[src/rtl/alu_pkg.sv]
// Shared ALU definitions: aluctrl encodings, execute FSM states and
// a signed-overflow helper. Imported by the ALU decoder and alu_exec.
package alu_pkg;

  localparam logic [2:0] ALU_AND  = 3'b000;
  localparam logic [2:0] ALU_OR   = 3'b001;
  localparam logic [2:0] ALU_ADD  = 3'b010;
  localparam logic [2:0] ALU_MULU = 3'b011;
  localparam logic [2:0] ALU_XOR  = 3'b100;
  localparam logic [2:0] ALU_NOR  = 3'b101;
  localparam logic [2:0] ALU_SUB  = 3'b110;
  localparam logic [2:0] ALU_SLT  = 3'b111;

  typedef enum logic {
    S_IDLE = 1'b0,
    S_MUL  = 1'b1
  } alu_state_t;

  // Signed overflow of x + y = s, given only the three sign bits.
  // For subtraction pass the sign of the negated second operand.
  function automatic logic add_ovf(input logic sx, input logic sy, input logic ss);
    return (sx == sy) && (ss != sx);
  endfunction

endpackage

[src/rtl/alu_mul_iter.sv]
// Iterative shift-add unsigned multiplier, one partial product per cycle.
// start latches the operands; done is high in the last busy cycle, when
// product already includes the final partial term.
module alu_mul_iter
  import alu_pkg::*;
#(
  parameter int W = 32
) (
  input  logic         clk,
  input  logic         rst,
  input  logic         start,
  input  logic [W-1:0] a,
  input  logic [W-1:0] b,
  output logic         busy,
  output logic         done,
  output logic [W-1:0] product
);

  localparam int CW = $clog2(W);

  logic [W-1:0]  acc;
  logic [W-1:0]  ma;
  logic [W-1:0]  mb;
  logic [CW-1:0] cnt;
  logic [W-1:0]  term;

  assign term    = mb[0] ? ma : '0;
  assign done    = busy && (cnt == '0);
  assign product = acc + term;

  // Operand latch on start, then one shift-add step per cycle until cnt hits 0
  always_ff @(posedge clk or posedge rst) begin
    if (rst) begin
      busy <= 1'b0;
      acc  <= '0;
      ma   <= '0;
      mb   <= '0;
      cnt  <= '0;
    end else if (start) begin
      busy <= 1'b1;
      acc  <= '0;
      ma   <= a;
      mb   <= b;
      cnt  <= CW'(W - 1);
    end else if (busy) begin
      if (cnt == '0) begin
        busy <= 1'b0;
      end else begin
        acc <= acc + term;
        ma  <= ma << 1;
        mb  <= mb >> 1;
        cnt <= cnt - CW'(1);
      end
    end
  end

endmodule

[src/rtl/alu_exec.sv]
// Execute-stage ALU. Single-cycle ops return a result one edge after
// accept; mulu runs the iterative multiplier and blocks new input.
//
// Handshake: a transfer happens on a rising edge where valid & ready are
// both high. in_valid/aluctrl/a/b are only sampled on an input transfer;
// result/zero/overflow are stable while out_valid is high and out_ready low.
module alu_exec
  import alu_pkg::*;
#(
  parameter int W = 32
) (
  input  logic         clk,
  input  logic         rst,
  input  logic         in_valid,
  output logic         in_ready,
  input  logic [2:0]   aluctrl,
  input  logic [W-1:0] a,
  input  logic [W-1:0] b,
  output logic         out_valid,
  input  logic         out_ready,
  output logic [W-1:0] result,
  output logic         zero,
  output logic         overflow
);

  alu_state_t   state;
  logic         accept;
  logic         mul_start;
  logic         mul_busy;
  logic         mul_done;
  logic [W-1:0] mul_product;

  logic [W-1:0] sum;
  logic [W-1:0] diff;
  logic         ovf_add;
  logic         ovf_sub;
  logic [W-1:0] alu_res;
  logic         alu_ovf;

  assign in_ready  = !rst && (state == S_IDLE) && !mul_busy && (!out_valid || out_ready);
  assign accept    = in_valid && in_ready;
  assign mul_start = accept && (aluctrl == ALU_MULU);

  assign sum     = a + b;
  assign diff    = a - b;
  assign ovf_add = add_ovf(a[W-1], b[W-1], sum[W-1]);
  assign ovf_sub = add_ovf(a[W-1], !b[W-1], diff[W-1]);

  // Single-cycle datapath; slt corrects the sign of a-b when it overflows
  always_comb begin
    alu_res = '0;
    alu_ovf = 1'b0;
    case (aluctrl)
      ALU_AND: alu_res = a & b;
      ALU_OR:  alu_res = a | b;
      ALU_ADD: begin
        alu_res = sum;
        alu_ovf = ovf_add;
      end
      ALU_XOR: alu_res = a ^ b;
      ALU_NOR: alu_res = ~(a | b);
      ALU_SUB: begin
        alu_res = diff;
        alu_ovf = ovf_sub;
      end
      ALU_SLT: alu_res = {{(W-1){1'b0}}, diff[W-1] ^ ovf_sub};
      default: alu_res = '0;
    endcase
  end

  alu_mul_iter #(.W(W)) u_mul (
    .clk     (clk),
    .rst     (rst),
    .start   (mul_start),
    .a       (a),
    .b       (b),
    .busy    (mul_busy),
    .done    (mul_done),
    .product (mul_product)
  );

  // Handshake FSM and output register
  always_ff @(posedge clk or posedge rst) begin
    if (rst) begin
      state     <= S_IDLE;
      out_valid <= 1'b0;
      result    <= '0;
      zero      <= 1'b0;
      overflow  <= 1'b0;
    end else begin
      case (state)
        S_IDLE: begin
          if (accept) begin
            if (aluctrl == ALU_MULU) begin
              state     <= S_MUL;
              out_valid <= 1'b0;
            end else begin
              result    <= alu_res;
              zero      <= (alu_res == '0);
              overflow  <= alu_ovf;
              out_valid <= 1'b1;
            end
          end else if (out_valid && out_ready) begin
            out_valid <= 1'b0;
          end
        end
        S_MUL: begin
          if (mul_done) begin
            result    <= mul_product;
            zero      <= (mul_product == '0);
            overflow  <= 1'b0;
            out_valid <= 1'b1;
            state     <= S_IDLE;
          end
        end
        default: state <= S_IDLE;
      endcase
    end
  end

endmodule

[config.mk]
export PLATFORM = sky130hd
export DESIGN_NAME = alu_exec
export DESIGN_NICKNAME = d
export VERILOG_FILES = /design/src/rtl/alu_pkg.sv /design/src/rtl/alu_mul_iter.sv /design/src/rtl/alu_exec.sv
export SDC_FILE = /design/constraint.sdc
export NUM_CORES = 1
export LEC_CHECK = 0
export CAP_MARGIN = 20
export CORE_MARGIN = 2
export CORE_UTILIZATION = 61
export CTS_CLUSTER_DIAMETER = 30
export DETAILED_ROUTE_END_ITERATION = 8
export PLACE_DENSITY = 0.82
export REMOVE_ABC_BUFFERS = 1
export SYNTH_ARGS = -nofsm -noshare
export SYNTH_HDL_FRONTEND = slang
export SYNTH_SLANG_ARGS = --single-unit
[constraint.sdc]
create_clock -name clk -period 4.85 [get_ports clk]
set_clock_uncertainty 0.1 [all_clocks]
set_input_delay 0.7275 -clock clk [delete_from_list [all_inputs] [get_ports clk]]
set_output_delay 0.7275 -clock clk [all_outputs]
set_load 0.02 [all_outputs]
==> results.toml, run 1 <==
[die]
initial_core_util_pct = 61.9
floorplan.die_area_sq_mm = 0.0233
core_sq_mm = 0.0218
design.portCount = 107
num_rows = 54
chipWidth_um = 153
die_y_um = 153

[clock_network]
cts_num_sinks = 138
worst_setup_hold_path_clk_slew_ns = 0.06
ctsHoldBuffers = 0
cts_max_level = 4
post-cts-setup-buffers = 0
cts_buffer_depth = 2
numCtsBuffers = 17
postCtsResizedCells = 0
clk_root_buffer_cell = "sky130_fd_sc_hd__clkbuf_16"
worst_skew_pair.late_latency_ns = 0.45
tritoncts = "built"

[global_route]
grt-ovfl-total = 0
grt_pass1_wl_um = 75000
first_global_vias = 13643
pin_count_of_the_biggest_net_entering_global_routing = 105
antenna_found_initial = 0
track_usage_pct = 40.3

[sta]
finalCritPeriodShare_pct = 96.1
unrepaired_setup_endpoints_after_global_routing = "false"
finalSetupViolCount = 0
fin_crit_ns = 4.66
final-max-slew-violation-count = 0
finalHoldViolations = 0
highest_attainable_clock_frequency_mhz = 215
remaining_max_slew_budget_at_the_tightest_pin_pct = 34.3
worst-slew-pin-transition_ns = 0.982

[cells_and_area]
final_cell_count_no_fill = 2231
layout_cell_share_with_drive_strength_beyond_1_pct = 11.7
layout_area_growth_over_synthesis_pct = 21.4
most-common-layout-cells = "sky130_fd_sc_hd__nand2_1 (263), sky130_fd_sc_hd__buf_4 (166), sky130_fd_sc_hd__a21oi_1 (147)"
mostFrequentLayoutCell = "sky130_fd_sc_hd__nand2_1"
nNetsFinal = 2152
final.fill_count = 1685
antenna_cells = 0

[synthesis]
synthesis.area_sq_mm = 0.0135
async_flop_share_pct = 100
ys_seq_area_share_pct = 25.6
post_synth.cell_area_avg_sq_um = 7.70
synthDistinctLibCells = 75
netlist_top_cells_area = "sky130_fd_sc_hd__dfrtp_1 (26%), sky130_fd_sc_hd__ha_1 (13%), sky130_fd_sc_hd__nand2_1 (7.3%)"
synth-seq-cells = 138
netlist.top_cell.by_area = "sky130_fd_sc_hd__dfrtp_1"
synth_edf_count = 0
synth_largest_type_area_fraction_pct = 25.6
synthCells = 1750
yosys_warnings = 0
leading_register_cell_type_out_of_synthesis = "sky130_fd_sc_hd__dfrtp_1"

[pwr]
report.power.total_w = 0.00355
power_leakage_nw = 7.93
power.density_cell_area_mw_per_mm2 = 217
power.ir.vdd_worst_mv = 0.176

[routing]
drt_first_iter_violations = 1665
route.vias.total = 14376
final_antenna_net_count = 0
detailedRoute.firstPassIterationCount = 6
wl_per_cell_um = 21.3
viasPerCell = 6.44
detail_route.drc_violations = 0
postRouteWirelength_um = 47600

[worst_setup_path]
crit-reg2reg-launch = "u_mul.mb[0]$_DFFE_PP0P_"
worst-endpoint-arrival_ns = 4.93
worst_path_fanout_max = 5
critPathKind = "primary input to flop"
crit_start = "b[0]"
critical_path.endpoint_type = "flop"
critical_r2r_capture = "zero$_DFFE_PP0P_"
regToRegSetupSlack_ns = 0.20
critical_path_required_ns = 5.12
start_kind = "primary input"
endpoint = "zero$_DFFE_PP0P_"
timing.reg2reg.worst_path_depth = 15

[min_path]
min_path_cells = 1
worstHoldStart = "result[21]$_DFFE_PP0P_"
timing.hold.worst.class = "flop to flop"

[placed_design]
port-buffer-count = 106
routabilityCongestion = 1.01
hpwl_um = 36200
place.detailed.instances = 2199

[flow_run]
max_cap_violations = 0

[outcome]
status = "finished, final reports clean"
worst min-delay path by stage:
stage / endpoint / slack, ns
floorplan: u_mul.ma[31]$_DFFE_PP0P_ / 0.35
global placement: result[21]$_DFFE_PP0P_ / 0.36
detailed placement: u_mul.mb[8]$_DFFE_PP0P_ / 0.36
CTS: result[21]$_DFFE_PP0P_ / 0.38
global route: result[21]$_DFFE_PP0P_ / 0.40
finish: result[21]$_DFFE_PP0P_ / 0.38
cells in the mapped netlist, types with 7 or more instances:
master,number
sky130_fd_sc_hd__nor3_1,27
sky130_fd_sc_hd__a221oi_1,9
sky130_fd_sc_hd__nor4_1,14
sky130_fd_sc_hd__ha_1,140
sky130_fd_sc_hd__mux2i_1,32
sky130_fd_sc_hd__xnor2_1,71
sky130_fd_sc_hd__buf_2,13
sky130_fd_sc_hd__nand2b_1,16
sky130_fd_sc_hd__nor2_1,129
sky130_fd_sc_hd__o211ai_1,17
sky130_fd_sc_hd__o22ai_1,7
sky130_fd_sc_hd__nand3_1,42
sky130_fd_sc_hd__o21a_1,8
sky130_fd_sc_hd__a211oi_1,23
sky130_fd_sc_hd__o21bai_1,24
sky130_fd_sc_hd__a21o_1,27
sky130_fd_sc_hd__o31ai_1,23
sky130_fd_sc_hd__o21ai_0,104
sky130_fd_sc_hd__clkbuf_1,80
sky130_fd_sc_hd__and3_1,10
sky130_fd_sc_hd__nor2b_1,14
sky130_fd_sc_hd__a31oi_1,14
sky130_fd_sc_hd__a22o_1,10
sky130_fd_sc_hd__xor2_1,17
sky130_fd_sc_hd__inv_1,104
sky130_fd_sc_hd__and2_1,35
sky130_fd_sc_hd__nand2_1,263
sky130_fd_sc_hd__buf_1,7
sky130_fd_sc_hd__a22oi_1,69
sky130_fd_sc_hd__o21ai_1,10
sky130_fd_sc_hd__nand4_1,15
sky130_fd_sc_hd__a21oi_1,147
sky130_fd_sc_hd__dfrtp_1,138
per-stage QoR:
| step | cell area (sq um) | utilization [%] | hold WS (ns) | setup TNS (ns) | setup slack (ns) |
|---|---|---|---|---|---|
| 6_report | 16300 | 75.1 | 0.378 | 0 | 0.190 |
| 5_1_grt | 16300 | 75.1 | 0.404 | 0 | 0.0129 |
| 4_1_cts | 16300 | 75.1 | 0.381 | 0 | 0.270 |
| 3_5_place_dp | 15800 | 72.5 | 0.364 | -0.181 | -0.181 |
| 3_3_place_gp | 15800 | 72.5 | 0.358 | -0.0632 | -0.0632 |
| 2_1_floorplan | 13000 | - | 0.346 | -281.96 | -3.67 |
worst max-delay path: stages:
cell	delay [ns]
sky130_fd_sc_hd__clkdlybuf4s50_1	0.52
sky130_fd_sc_hd__ha_1	0.24
sky130_fd_sc_hd__inv_1	0.08
sky130_fd_sc_hd__fa_1	0.40
sky130_fd_sc_hd__nor2b_1	0.19
sky130_fd_sc_hd__o221ai_1	0.26
sky130_fd_sc_hd__a211oi_2	0.15
sky130_fd_sc_hd__a31oi_1	0.52
sky130_fd_sc_hd__o21bai_1	0.18
sky130_fd_sc_hd__xnor2_1	0.16
sky130_fd_sc_hd__a221oi_1	0.36
sky130_fd_sc_hd__and3_1	0.20
sky130_fd_sc_hd__and4_1	0.20
sky130_fd_sc_hd__nand4b_1	0.12
sky130_fd_sc_hd__or4_1	0.54
sky130_fd_sc_hd__o211ai_2	0.07
kinds of logic after synthesis:
kind of cell             Yosys count  share of synthesized area [%]
AND/OR/NAND/NOR                  587                           19.6
AO/OA/AOI/OAI                    544                           26.5
buffers and inverters            212                           6.21
adder cells (fa/ha/maj)          143                           13.4
flip-flops                       138                           25.6
XOR/XNOR                          88                           5.72
multiplexers                      38                           2.91
per-layer routing:
| metal | GRT usage (%) | share of wire, % | vias to the layer above |
|---|---|---|---|
| met5 | 0 | 0 | - |
| met4 | 12.3 | 2.8 | 0 |
| met3 | 8.28 | 11 | 118 |
| met2 | 60.8 | 43 | 822 |
| met1 | 58.3 | 43 | 6860 |
| li1 | - | - | 6576 |
layout make-up:
cell class                 instances  area (sq um)  share of cell area (%)
clock buffer                      18           439                    2.69
clock inverter                    14           126                   0.773
inverter                         107           409                    2.50
multi-input combinational       1400          9210                    56.4
sequential                       138          3450                    21.1
tap                              280           350                    2.14
timing repair buffer             274          2360                    14.4
power by group:
part	leakage [nW]	internal [W]	total [W]	switching, W
logic	5.93	0.000453	0.00108	0.000630
registers	1.73	0.00116	0.00117	0.00000682
clock network	0.271	0.000689	0.00130	0.000616
flip-flops by register name, summed over array words and instances (netlist names):
register and flops:
u_mul.mb 32, overflow 1, u_mul.busy 1, out_valid 1, result 32, u_mul.cnt 5
u_mul.acc 32, u_mul.ma 32, state 1, zero 1
Note: power is estimated with default switching activity, not from simulation.
==> run 2: changes to the inputs <==
--- a/config.mk
+++ b/config.mk
@@ -12,6 +12,7 @@
 export DETAILED_ROUTE_END_ITERATION = 8
 export PLACE_DENSITY = 0.82
 export REMOVE_ABC_BUFFERS = 1
+export SLEW_MARGIN = 20
 export SYNTH_ARGS = -nofsm -noshare
 export SYNTH_HDL_FRONTEND = slang
 export SYNTH_SLANG_ARGS = --single-unit
==> results of run 2 <==
The final DEF is identical to that of run 1; final timing and power are the same.
